<file path="config.mk">
export PLATFORM = sky130hd
export DESIGN_NAME = ita_oup_stream_buffer
export DESIGN_NICKNAME = d
export VERILOG_FILES = /design/src/rtl/ita_oup_stream_buffer.sv
export SDC_FILE = /design/constraint.sdc
export NUM_CORES = 1
export LEC_CHECK = 0
export CAP_MARGIN = 0
export CORE_ASPECT_RATIO = 1.1
export CORE_UTILIZATION = 53
export CTS_CLUSTER_DIAMETER = 30
export CTS_CLUSTER_SIZE = 12
export DETAILED_ROUTE_END_ITERATION = 10
export PLACE_DENSITY = 0.76
export RECOVER_POWER = 50
export REMOVE_ABC_BUFFERS = 1
export SLEW_MARGIN = 20
export SYNTH_ARGS = -nofsm -noshare
export SYNTH_HDL_FRONTEND = slang
export SYNTH_SLANG_ARGS = --single-unit
</file>
<file path="constraint.sdc">
create_clock -name clk_i -period 10.74 [get_ports clk_i]
set_input_delay 3.222 -clock clk_i [delete_from_list [all_inputs] [get_ports clk_i]]
set_output_delay 3.222 -clock clk_i [all_outputs]
set_load 0.02 [all_outputs]
</file>
<file path="src/rtl/ita_oup_stream_buffer.sv">
// ita_oup_stream_buffer
// Output row buffer for the ITA datapath, placed after the activation stage.
// N-lane rows pushed by the pipeline are held in a DEPTH-row FIFO and handed
// out as SPLIT narrower beats under valid/ready backpressure. calc_ready_o
// drops early enough that PIPE_LAT rows already in flight still fit.
// Optional peak-usage monitor: define ITA_OUP_USAGE_MON_EN.

module ita_oup_stream_buffer #(
    parameter int N        = 16,
    parameter int WI       = 8,
    parameter int DEPTH    = 8,
    parameter int SPLIT    = 1,
    parameter int PIPE_LAT = 6
) (
    input  logic                         clk_i,
    input  logic                         rst_ni,
    input  logic                         flush_i,
    input  logic                         push_i,
    input  logic [N*WI-1:0]              data_i,
    output logic                         calc_ready_o,
    output logic                         valid_o,
    input  logic                         ready_i,
    output logic [(N/SPLIT)*WI-1:0]      oup_o,
    output logic                         last_o,
    output logic [$clog2(DEPTH+1)-1:0]   usage_o,
    output logic                         overflow_o,
    output logic [$clog2(DEPTH+1)-1:0]   usage_max_o
);

    localparam int ROW_W  = N * WI;
    localparam int BEAT_W = (N / SPLIT) * WI;
    localparam int CNT_W  = $clog2(DEPTH + 1);
    localparam int PTR_W  = $clog2(DEPTH);
    localparam int BCNT_W = (SPLIT > 1) ? $clog2(SPLIT) : 1;

    localparam logic [CNT_W-1:0]  DEPTH_C    = CNT_W'(DEPTH);
    localparam logic [CNT_W-1:0]  PIPE_LAT_C = CNT_W'(PIPE_LAT);
    localparam logic [PTR_W-1:0]  PTR_LAST   = PTR_W'(DEPTH - 1);
    localparam logic [BCNT_W-1:0] BEAT_LAST  = BCNT_W'(SPLIT - 1);

    // Parameter sanity: rows must split evenly and the stall slack must fit.
    if (N % SPLIT != 0) begin : g_badSplit
        $error("ita_oup_stream_buffer: N must be a multiple of SPLIT");
    end
    if (DEPTH <= PIPE_LAT) begin : g_badSlack
        $error("ita_oup_stream_buffer: DEPTH must exceed PIPE_LAT");
    end
    if (DEPTH < 2) begin : g_badDepth
        $error("ita_oup_stream_buffer: DEPTH must be at least 2");
    end

    logic [ROW_W-1:0]  r_mem [DEPTH];
    logic [PTR_W-1:0]  r_wrPtr;
    logic [PTR_W-1:0]  r_rdPtr;
    logic [CNT_W-1:0]  r_usage;
    logic [BCNT_W-1:0] r_beat;
    logic              r_overflow;

    logic              w_valid;
    logic              w_lastBeat;
    logic              w_beatAcc;
    logic              w_pop;
    logic              w_room;
    logic              w_pushAcc;
    logic              w_drop;
    logic [ROW_W-1:0]  w_row;
    logic [BEAT_W-1:0] w_beatData;

    // A full FIFO still takes a push when the head row leaves in the same cycle;
    // flush wins over both push and pop.
    assign w_valid    = (r_usage != '0);
    assign w_lastBeat = (r_beat == BEAT_LAST);
    assign w_beatAcc  = w_valid && ready_i && !flush_i;
    assign w_pop      = w_beatAcc && w_lastBeat;
    assign w_room     = (r_usage < DEPTH_C) || w_pop;
    assign w_pushAcc  = push_i && !flush_i && w_room;
    assign w_drop     = push_i && !flush_i && !w_room;
    assign w_row      = r_mem[r_rdPtr];

    // Row storage; unreset because contents are only observed once usage covers them.
    always_ff @(posedge clk_i) begin
        if (w_pushAcc) begin
            r_mem[r_wrPtr] <= data_i;
        end
    end

    // Pointers, occupancy, beat position and sticky overflow.
    always_ff @(posedge clk_i or negedge rst_ni) begin
        if (!rst_ni) begin
            r_wrPtr    <= '0;
            r_rdPtr    <= '0;
            r_usage    <= '0;
            r_beat     <= '0;
            r_overflow <= 1'b0;
        end else if (flush_i) begin
            r_wrPtr    <= '0;
            r_rdPtr    <= '0;
            r_usage    <= '0;
            r_beat     <= '0;
            r_overflow <= 1'b0;
        end else begin
            if (w_pushAcc) begin
                r_wrPtr <= (r_wrPtr == PTR_LAST) ? '0 : r_wrPtr + PTR_W'(1);
            end
            if (w_beatAcc) begin
                if (w_lastBeat) begin
                    r_beat  <= '0;
                    r_rdPtr <= (r_rdPtr == PTR_LAST) ? '0 : r_rdPtr + PTR_W'(1);
                end else begin
                    r_beat <= r_beat + BCNT_W'(1);
                end
            end
            case ({w_pushAcc, w_pop})
                2'b10:   r_usage <= r_usage + CNT_W'(1);
                2'b01:   r_usage <= r_usage - CNT_W'(1);
                default: r_usage <= r_usage;
            endcase
            if (w_drop) begin
                r_overflow <= 1'b1;
            end
        end
    end

    // Select the slice of the head row addressed by the current beat.
    always_comb begin
        w_beatData = '0;
        for (int b = 0; b < SPLIT; b++) begin
            if (r_beat == BCNT_W'(b)) begin
                w_beatData = w_row[b*BEAT_W +: BEAT_W];
            end
        end
    end

    assign valid_o      = w_valid;
    assign oup_o        = w_valid ? w_beatData : '0;
    assign last_o       = w_valid && w_lastBeat;
    assign usage_o      = r_usage;
    assign overflow_o   = r_overflow;
    assign calc_ready_o = (DEPTH_C - r_usage) > PIPE_LAT_C;

`ifdef ITA_OUP_USAGE_MON_EN
    logic [CNT_W-1:0] r_usageMax;
    logic             r_validPrev;

    // Peak occupancy since reset/flush; bounded by DEPTH because usage is.
    always_ff @(posedge clk_i or negedge rst_ni) begin
        if (!rst_ni) begin
            r_usageMax  <= '0;
            r_validPrev <= 1'b0;
        end else if (flush_i) begin
            r_usageMax  <= '0;
            r_validPrev <= 1'b0;
        end else begin
            if (r_usage > r_usageMax) begin
                r_usageMax <= r_usage;
            end
            r_validPrev <= w_valid;
        end
    end

`ifndef SYNTHESIS
    // Report the peak each time the buffer drains after a busy run.
    always @(posedge clk_i) begin
        if (rst_ni && !flush_i && r_validPrev && !w_valid) begin
            $display("ita_oup_stream_buffer: drained, peak usage %0d", r_usageMax);
        end
    end
`endif

    assign usage_max_o = r_usageMax;
`else
    assign usage_max_o = '0;
`endif

endmodule

</file>
* Yosys cells after proc, flatten, opt, wreduce, memory -nomap -nowiden
Memory sizes are Yosys's and may differ from the RTL's.
Cells that the tools add are included.
** Word-level totals
- Register bits after elaboration :: 12
- Bits in writable memories :: 1024
- Bits of input ports :: 133
- Output and inout port bits :: 140
- Memories kept :: 1
** Operators by class
- Bitwise logic cells :: 1
- Add/subtract/negate cells :: 6
- Reduce and logical (&&, ||, !) cells :: 16
- Equality and inequality tests :: 5
- $lt $le $gt $ge :: 2
- Multiplexer cells :: 18
** Memory list
- r_mem :: words 8, bits a word 128, rd ports 1, clocked after memory_dff 0, write ports 1, line 52 : logic [ROW_W-1:0] r_mem [DEPTH];
** Operators by type and width (number)
- $mux 128 :: 2
- $mux 3 :: 7
- $pmux 4 s2 :: 1
- $logic_and 1x1->1 :: 7
- $mux 1 :: 7
- $add 3x1->3 const B :: 2
- $eq 3x3->1 const B :: 2
- $reduce_bool 2->1 :: 3
- $add 4x1->4 const B :: 1
- $gt 4x3->1 const B :: 1
- $lt 4x4->1 const B :: 1
- $mux 4 :: 1
- $reduce_bool 4->1 :: 1
- $sub 4x1->4 const B :: 1
- $sub 4x4->4 const A :: 1
- $reduce_bool 3->1 :: 1
- $eq 2x1->1 const B :: 1
- $eq 2x2->1 const B :: 1
- $logic_not 1->1 :: 2
- $ne 2x2->1 const B :: 1
- $reduce_and 2->1 :: 1
- $add 1x1->1 const B :: 1
- $logic_or 1x1->1 :: 1
- $not 1->1 :: 1

* Longest topological paths before layout
Gate-level depths: netlist of run 1.
- Word-level depth :: 9
- Gate-level depth with buffers :: 11

* Worst setup path before layout of run 1
Ideal clock, no wire load.
- Path kind :: input port to flip-flop
- From :: in push_i
- To :: mem r_mem[1][0] in the netlist's numbering (enable)
- Data arrival time :: 12.635 ns
- Setup slack :: -2.667 ns
- Cell stages on the path :: 4
- Buffers on the path :: 1
- Cells stage by stage :: buf_2 > o21ai_1 > or3b_1 > nor3_1
** Between the ends
- Longest elaborated chain between the ends :: 4
** Ends and longest elaborated chain
- start: declaration :: line 18 : input logic push_i,
- $logic_and 1x1->1 (2 in series) :: line 76 : assign w_pushAcc = push_i && !flush_i && w_room;
- $mux 1 :: line 82 : if (w_pushAcc) begin
- $mux 1 (implied by the code) :: line 83 : r_mem[r_wrPtr] <= data_i;
- end: declaration :: line 52
Every way passes these cells.

* Final worst setup path of run 1
- From :: reg r_rdPtr[1]
- To :: out oup_o[104]
** Between the ends
- Longest elaborated chain between the ends :: 3
** Ends and longest elaborated chain
- start: declaration :: line 54 : logic [PTR_W-1:0] r_rdPtr;
- start signal: assignment :: line 108 : r_rdPtr <= (r_rdPtr == PTR_LAST) ? '0 : r_rdPtr + PTR_W'(1);
- $mem_v2 8x128
- $mux 128 :: line 128 : if (r_beat == BCNT_W'(b)) begin
- $mux 128 :: line 135 : assign oup_o = w_valid ? w_beatData : '0;
- end: declaration :: line 23 : output logic [(N/SPLIT)*WI-1:0] oup_o,
Every way passes these cells.

==> impl_metrics.json, run 1 <==
{
  "root_buffer": "clkbuf_16",
  "synth_warnings": 0,
  "yosysSeqAreaShare_pct": 78.1,
  "hold_class": "flip-flop to flip-flop",
  "syn_area_um2": 39700,
  "async_flop_share_pct": 1.06,
  "finish.utilization_pct": 66.1,
  "cts_resized": 0,
  "antenna_found_initial": 28,
  "total_power_uw": 10700,
  "netlist_instances": 1729,
  "h-tree-depth": 4,
  "cts_tree": "yes",
  "die_w_um": 263,
  "synthToLayoutAreaGrowth_pct": 22.4,
  "p_leak_uw": 0.0151,
  "fin_crit_sh_pct": 68.0,
  "cts.sinks": 1035,
  "clockBufferDepth": 3,
  "finalHoldViolCount": 0,
  "drv_slew": 47,
  "gr-total-overflow": 0,
  "fmax_mhz": 137,
  "syn_avg_cell_area_um2": 23.0,
  "critical_path_class": "flip-flop to output pin",
  "clk_pin_slew_ps": 50,
  "synthTopCellsByArea": "edfxtp_1 77%, mux4_2 15%, mux2i_1 3.3%",
  "cap_violations": 3,
  "yosysMostFrequentCell": "edfxtp_1",
  "cp.arrival_ps": 4090,
  "gp_congestion": 0.774,
  "die-area_um2": 76100,
  "nFillCells": 4604,
  "drtIter0Drc": 1380,
  "ir_worst_vdd_uv": 243,
  "synth_top_cell_area_share_pct": 77.4,
  "ys_top_cells_by_count": "1024 x edfxtp_1, 256 x mux4_2, 137 x nor2_1",
  "final_cell_area_um2": 48700,
  "setup_slack_ps": 3430,
  "slew_headroom_pct": -35.9,
  "setup_tns_ps": 0,
  "wl_per_cell_um": 26.4,
  "ctsHoldBuffers": 0,
  "min_period_ps": 7310,
  "synth_cell_types": 39,
  "ant_nets": 0,
  "grt_util_all_layers_pct": 22.3,
  "finalWirelength_um": 83600,
  "post-dp-hpwl_um": 39900,
  "synth_edf_count": 1024,
  "cp.required_ps": 7520,
  "drc_errors": 0,
  "core_area_um2": 73700,
  "worstSetupEndpointType": "output pin",
  "vias": 18800,
  "grt_pass1_wl_um": 125000,
  "worst_slew_pin_slew_ps": 2030,
  "ys_ff_latch": 1035,
  "fin_nets": 2221,
  "cts_setup_buffers": 0,
  "insertion_delay_ps": 710,
  "cts_made_buffers": 151,
  "fin_worst_skew_ps": 40.1,
  "io_buffers": 268,
  "critPathMaxFanout": 139,
  "rsz0062_at_grt": "no",
  "pre_cts_slack_ps": 3750,
  "placementRows": 104,
  "vias_per_cell": 5.94,
  "num_io_pins": 273,
  "powerDensity_nw_per_um2": 219,
  "violations": "max-capacitance violations, max-slew violations",
  "firstDrtPassIters": 5,
  "grt_max_degree": 140,
  "drive_gt1_share_pct": 24.5,
  "placed_cell_area_um2": 43400,
  "outcome": "complete, but fails checks",
  "die_height_um": 289,
  "synthFlopType": "edfxtp_1",
  "cp-start-kind": "flip-flop",
  "setup_violations": 0,
  "grt_pass1_vias": 20100,
  "initial_utilization_pct": 54.0,
  "yosysTopAreaCell": "edfxtp_1"
}
[logic make-up (layout without fill, tap and decap cells)]
group                    count (synthesis)  in the layout  synth area share [%]
adder cells (fa/ha/maj)                  8              8                 0.252
XOR/XNOR                                 2              2                0.0441
AO/OA/AOI/OAI                           25             25                 0.409
other                                    1             12               0.00944
buffers and inverters                  103            579                  1.67
multiplexers                           386            386                  17.8
AND/OR/NAND/NOR                        169            169                  1.78
flip-flops                            1035           1035                  78.1
[routing by layer]
layer	global-route usage (%)	routed length, um
met5	0	146
met4	8.58	2270
met3	5.40	5240
met1	29.1	33300
met2	36.8	42600
[per-stage QoR]
step	hold WS (ps)	cells
after floorplan	533	1637
after global placement	495	2881
after detailed placement	528	2881
after CTS	554	3162
after global routing	603	3167
final	536	3170
[area by class of cell]
type,instances,area [um^2],share of cell area (%)
sequential,1035,31000,63.8
multi-input combinational,594,8090,16.6
clock buffer,174,3980,8.18
timing repair buffer,290,2970,6.10
clock inverter,107,1340,2.75
tap,954,1190,2.45
inverter,8,30.0,0.0617
antenna,8,20.0,0.0411
[report_power, final]
group          internal [uW]  switching (uW)  total [uW]  leakage (uW)
combinational            512             594        1110       0.00320
clock                   3210            1820        5030       0.00254
sequential              4500            36.7        4540       0.00939
[cells in the final DEF, fill, tap and decap left out, types with 8 or more instances in the layout]
cell type	synthesis	final
edfxtp_1	1024	1024
buf_12	0	10
clkinv_4	0	16
clkinvlp_4	0	18
nor2_1	137	134
mux2i_1	130	130
diode_2	0	8
clkdlybuf4s50_1	0	135
buf_4	6	11
ha_1	8	8
clkinv_1	0	13
dfrtp_1	11	8
nand2_1	9	9
dlygate4sd3_1	0	133
bufinv_16	0	21
inv_6	0	9
clkinv_2	0	19
clkbuf_1	19	17
clkbuf_16	0	155
mux4_2	256	256
[state kept, by name, summed over array words and instances, names as in the netlist]
name and count:
r_rdPtr 3, overflow_o 1, r_mem 1024, usage_o 4
r_wrPtr 3
[critical path, stage by stage, from the launching register on]
cell	delay (ps)
dfrtp_4	1090
buf_12	630
mux4_2	370
mux2i_1	90
nor2_1	290
clkdlybuf4s50_1	670
[final timing paths]
check                      startpoint           end  slack, ps  depth (start not counted)
min in group asynchronous      rst_ni    usage_o[2]       2950                          1
max in group asynchronous      rst_ni    r_rdPtr[2]       7350                          1
max reg2reg                usage_o[3]  r_mem[5][22]       6360                          5
max                        r_rdPtr[1]    oup_o[104]       3430                          5
min reg2reg                overflow_o    overflow_o        540                          2
min                        overflow_o    overflow_o        540                          2
Note: power is estimated with default switching activity, not from simulation.
==> run 2: changes to the inputs <==
--- a/config.mk
+++ b/config.mk
@@ -7,11 +7,11 @@
 export LEC_CHECK = 0
 export CAP_MARGIN = 0
 export CORE_ASPECT_RATIO = 1.1
-export CORE_UTILIZATION = 53
+export CORE_UTILIZATION = 55
 export CTS_CLUSTER_DIAMETER = 30
 export CTS_CLUSTER_SIZE = 12
 export DETAILED_ROUTE_END_ITERATION = 10
-export PLACE_DENSITY = 0.76
+export PLACE_DENSITY = 0.75
 export RECOVER_POWER = 50
 export REMOVE_ABC_BUFFERS = 1
 export SLEW_MARGIN = 20
==> constraint.sdc (replaced) <==
create_clock -name clk_i -period 6.9 [get_ports clk_i]
set_input_delay 2.07 -clock clk_i [delete_from_list [all_inputs] [get_ports clk_i]]
set_output_delay 2.07 -clock clk_i [all_outputs]
set_load 0.02 [all_outputs]
==> impl_metrics.json, run 2 (synthesis gave the netlist of run 1 again) <==
{
  "antenna_found_initial": 26,
  "setup_tns_ps": 0,
  "die_height_um": 284,
  "nFillCells": 4379,
  "clk_pin_slew_ps": 60,
  "vias": 19000,
  "die_w_um": 258,
  "num_io_pins": 273,
  "synthToLayoutAreaGrowth_pct": 23.6,
  "wl_per_cell_um": 26.3,
  "fin_crit_sh_pct": 86.9,
  "insertion_delay_ps": 740,
  "cts_resized": 0,
  "cp.arrival_ps": 3920,
  "finalHoldViolCount": 0,
  "ctsHoldBuffers": 0,
  "placementRows": 103,
  "drc_errors": 0,
  "grt_max_degree": 132,
  "firstDrtPassIters": 5,
  "fmax_mhz": 167,
  "vias_per_cell": 5.94,
  "h-tree-depth": 4,
  "gp_congestion": 0.736,
  "cap_violations": 3,
  "ir_worst_vdd_uv": 271,
  "core_area_um2": 71700,
  "die-area_um2": 73300,
  "root_buffer": "clkbuf_16",
  "hold_class": "flip-flop to flip-flop",
  "fin_nets": 2248,
  "powerDensity_nw_per_um2": 344,
  "busiest_layer": "met2",
  "cts.sinks": 1035,
  "slew_headroom_pct": -90.1,
  "cp-start-kind": "flip-flop",
  "finalWirelength_um": 84100,
  "cts_tree": "yes",
  "drtIter0Drc": 1304,
  "groute.layer.met2.usage_pct": 39.2,
  "initial_utilization_pct": 55.5,
  "gr-usage-met1_pct": 30.5,
  "final_common_cell": "edfxtp_1",
  "grt_pass1_wl_um": 126000,
  "setup_violations": 0,
  "worstSetupEndpointType": "output pin",
  "worst_slew_pin_slew_ps": 2850,
  "fin_worst_skew_ps": 39.6,
  "ant_nets": 0,
  "grt_pass1_vias": 20500,
  "io_buffers": 268,
  "outcome": "complete, but fails checks",
  "cp.required_ps": 4830,
  "critical_path_class": "flip-flop to output pin",
  "clockBufferDepth": 3,
  "drive_gt1_share_pct": 25.8,
  "largest_reg_flops": 1024,
  "grt_util_all_layers_pct": 23.6,
  "rsz0062_at_grt": "no",
  "p_leak_uw": 0.0154,
  "cts_setup_buffers": 0,
  "gr-total-overflow": 0,
  "drv_slew": 118,
  "use_met3_pct": 5.55,
  "finish.utilization_pct": 68.6,
  "cts_made_buffers": 157,
  "min_period_ps": 5990,
  "final_cell_mix": "1024 x edfxtp_1, 256 x mux4_2, 158 x clkbuf_16",
  "largest_register": "r_mem",
  "post-dp-hpwl_um": 43200,
  "critPathMaxFanout": 39,
  "violations": "max-capacitance violations, max-slew violations"
}
==> run 2: cell type report <==
cell class	count	area [um^2]	share of cell area, %
Clock inverter	122	1490	3.03
Sequential cell	1035	31000	63.2
Clock buffer	171	4000	8.15
Antenna cell	10	25.0	0.0509
Tap cell	945	1180	2.41
Inverter	8	30.0	0.0611
Multi-Input combinational cell	594	8100	16.5
Timing Repair Buffer	311	3270	6.65
==> run 2: path summary, 6_finish.rpt <==
path	startpoint	slack (ps)	endpoint	cells past startpoint
worst max-delay path	r_rdPtr[0]	910	oup_o[11]	5
worst min-delay path	overflow_o	500	overflow_o	2
worst max register to register	usage_o[3]	2580	r_mem[6][68]	5
min in group asynchronous	rst_ni	1800	overflow_o	1
worst min register to register	overflow_o	500	overflow_o	2
max in group asynchronous	rst_ni	4650	r_rdPtr[0]	1
==> run 2: power by group <==
group | total, uW | internal (uW) | switching, uW
sequential | 7060 | 7010 | 54.2
combinational | 1730 | 804 | 930
clock | 8090 | 5120 | 2970
total | 16900 | 12900 | 3960
==> run 2: stage by stage <==
| step | setup slack (ps) | power [uW] | cell area [um^2] | hold WS [ps] | cells |
|---|---|---|---|---|---|
| 6_report | 906 | 16900 | 49100 | 498 | 3196 |
| 5_1_grt | 629 | 17400 | 49100 | 540 | 3194 |
| 4_1_cts | 750 | 17000 | 49100 | 509 | 3185 |
| 3_5_place_dp | 1590 | 8950 | 43600 | 497 | 2892 |
| 3_3_place_gp | 1590 | 8920 | 43600 | 484 | 2892 |
| 2_1_floorplan | -6220 | 8450 | 39100 | 533 | 1637 |
==> run 2: worst max-delay path: stages, from the launching register on <==
cell and delay, ps:
dfrtp_4 970, buf_4 740, mux4_2 600, mux2i_1 170, nor2_1 70, clkdlybuf4s50_1 590
==> run 2: metal layers <==
metal  vias to the layer above  routed length [um]
met4                        20                1860
met2                       685               43300
met5                         -                 130
met1                     10000               33300
li1                       8050                   -
met3                       193                5530
==> run 3: changes to the inputs <==
==> constraint.sdc (replaced) <==
create_clock -name clk_i -period 6.4 [get_ports clk_i]
set_input_delay 1.92 -clock clk_i [delete_from_list [all_inputs] [get_ports clk_i]]
set_output_delay 1.92 -clock clk_i [all_outputs]
set_load 0.02 [all_outputs]
==> impl_metrics.json, run 3 (synthesis gave the netlist of run 1 again) <==
{
  "outcome": "complete, but fails checks",
  "violations": "max-capacitance violations, max-slew violations",
  "synthToLayoutAreaGrowth_pct": 23.4,
  "slew_headroom_pct": -29.4,
  "grt_pass1_wl_um": 125000,
  "h-tree-depth": 4,
  "cts_tree": "yes",
  "cap_violations": 1,
  "cp.required_ps": 4480,
  "holdPathStages": 2,
  "drive_gt1_share_pct": 25.4,
  "final_common_cell": "edfxtp_1",
  "antenna_found_initial": 22,
  "core_area_um2": 71700,
  "clk_pin_slew_ps": 50,
  "powerDensity_nw_per_um2": 366,
  "root_buffer": "clkbuf_16",
  "crit_buf_inv": 2,
  "crit_family": "buffers and inverters",
  "min_to": "overflow_o",
  "finalHoldViolCount": 0,
  "rsz0062_at_grt": "no",
  "largest_register": "r_mem",
  "num_io_pins": 273,
  "cp-start-kind": "flip-flop",
  "initial_utilization_pct": 55.5,
  "r2r_end": "r_mem[2][60]",
  "worst_slew_pin_slew_ps": 1940,
  "ir_worst_vdd_uv": 271,
  "finalWirelength_um": 83100,
  "rr_worst_depth": 5,
  "cts_setup_buffers": 0,
  "grt_pass1_vias": 20300,
  "placementRows": 103,
  "cts_resized": 0,
  "gp_congestion": 0.728,
  "timing.rr.start": "usage_o[3]",
  "final_cell_mix": "1024 x edfxtp_1, 256 x mux4_2, 164 x clkbuf_16",
  "wl_per_cell_um": 26.0,
  "insertion_delay_ps": 700,
  "post-dp-hpwl_um": 41500,
  "crit_chain": "buf_12, mux4_2, mux2i_1, nor2_1, clkdlybuf4s50_1",
  "drc_errors": 0,
  "slowest_stage": "dfrtp_4",
  "dp_cells": 2886,
  "worstSetupEndpointType": "output pin",
  "min_from": "overflow_o",
  "reg2reg_slack_ps": 2660,
  "fin_nets": 2247,
  "fin_hold_ws_ps": 485,
  "fin_cells": 3196,
  "setup_violations": 0,
  "vias": 18700,
  "fmax_mhz": 179,
  "firstDrtPassIters": 7,
  "ant_nets": 0,
  "critical_path_class": "flip-flop to output pin",
  "gr-total-overflow": 0,
  "die_height_um": 284,
  "hold_class": "flip-flop to flip-flop",
  "fin_crit_sh_pct": 87.3,
  "drtIter0Drc": 1270,
  "critical-path-max-stage-delay_ps": 950,
  "die-area_um2": 73300,
  "vias_per_cell": 5.86,
  "grt_util_all_layers_pct": 23.3,
  "cts_made_buffers": 163,
  "io_buffers": 268,
  "grt_max_degree": 78,
  "clockBufferDepth": 3,
  "die_w_um": 258,
  "p_leak_uw": 0.0153,
  "drv_slew": 57,
  "critPathMaxFanout": 60,
  "cp.arrival_ps": 3670,
  "fin_worst_skew_ps": 19.9,
  "total_power_uw": 18000,
  "cts.sinks": 1035,
  "largest_reg_flops": 1024,
  "ctsHoldBuffers": 0,
  "min_period_ps": 5590
}
run 3: cell types whose count changed in the layout (fill, tap and decap cells not counted), moves of 3 or more:
cell and delta:
buf_4 -11, buf_12 +3, clkinv_4 +6, inv_16 -5, inv_6 -5, clkinv_1 +7, clkbuf_1 +5, diode_2 -3
bufinv_16 -8, clkbuf_16 +6, inv_8 -4, clkinvlp_4 +4
run 3: worst max path at each step:
| stage | startpoint | end | slack [ps] | depth (start not counted) |
|---|---|---|---|---|
| CTS | r_rdPtr[0] | oup_o[33] | 680 | 5 |
| detailed placement | r_rdPtr[0] | oup_o[33] | 1470 | 5 |
| global placement | usage_o[1] | oup_o[60] | 1420 | 6 |
| floorplan | r_rdPtr[0] | oup_o[0] | -6570 | 3 |
| finish | r_rdPtr[0] | oup_o[33] | 810 | 5 |
| global route | r_rdPtr[0] | oup_o[32] | 560 | 5 |
run 3: worst register-to-register path: stages, from the launching register on:
cell	delay [ps]
dfrtp_1	490
inv_2	150
o21ai_0	320
or3_1	560
nor2_1	290
clkbuf_2	1450
run 3: power by group:
part	switching [uW]	internal, uW
clock	3140	5330
combinational	1000	889
sequential	59.5	7560
run 3: metal layers:
metal  share of wire, %  track usage, %
met1                 40            30.6
met2                 52            38.8
met3                6.4            6.15
met4                1.7            6.72
met5               0.11               0
run 3: final cells by class:
class / count / area (um^2)
flip-flops and latches: 1035 / 31000
fillers: 4408 / 22600
multi-input cells: 594 / 8110
clock buffers: 182 / 4170
repair buffers: 304 / 3250
clock inverters: 121 / 1260
well taps: 945 / 1180
inverters: 8 / 30.0
diodes: 7 / 17.5
run 3: per-stage QoR:
stage | TNS [ps] | worst slack (ps) | utilization (%) | cell area (um^2)
final | 0 | 811 | 68.5 | 49100
after global routing | 0 | 563 | 68.5 | 49100
after CTS | 0 | 681 | 68.5 | 49100
after detailed placement | 0 | 1470 | 60.9 | 43600
after global placement | 0 | 1420 | 60.9 | 43600
after floorplan | -3817580 | -6570 | - | 39100
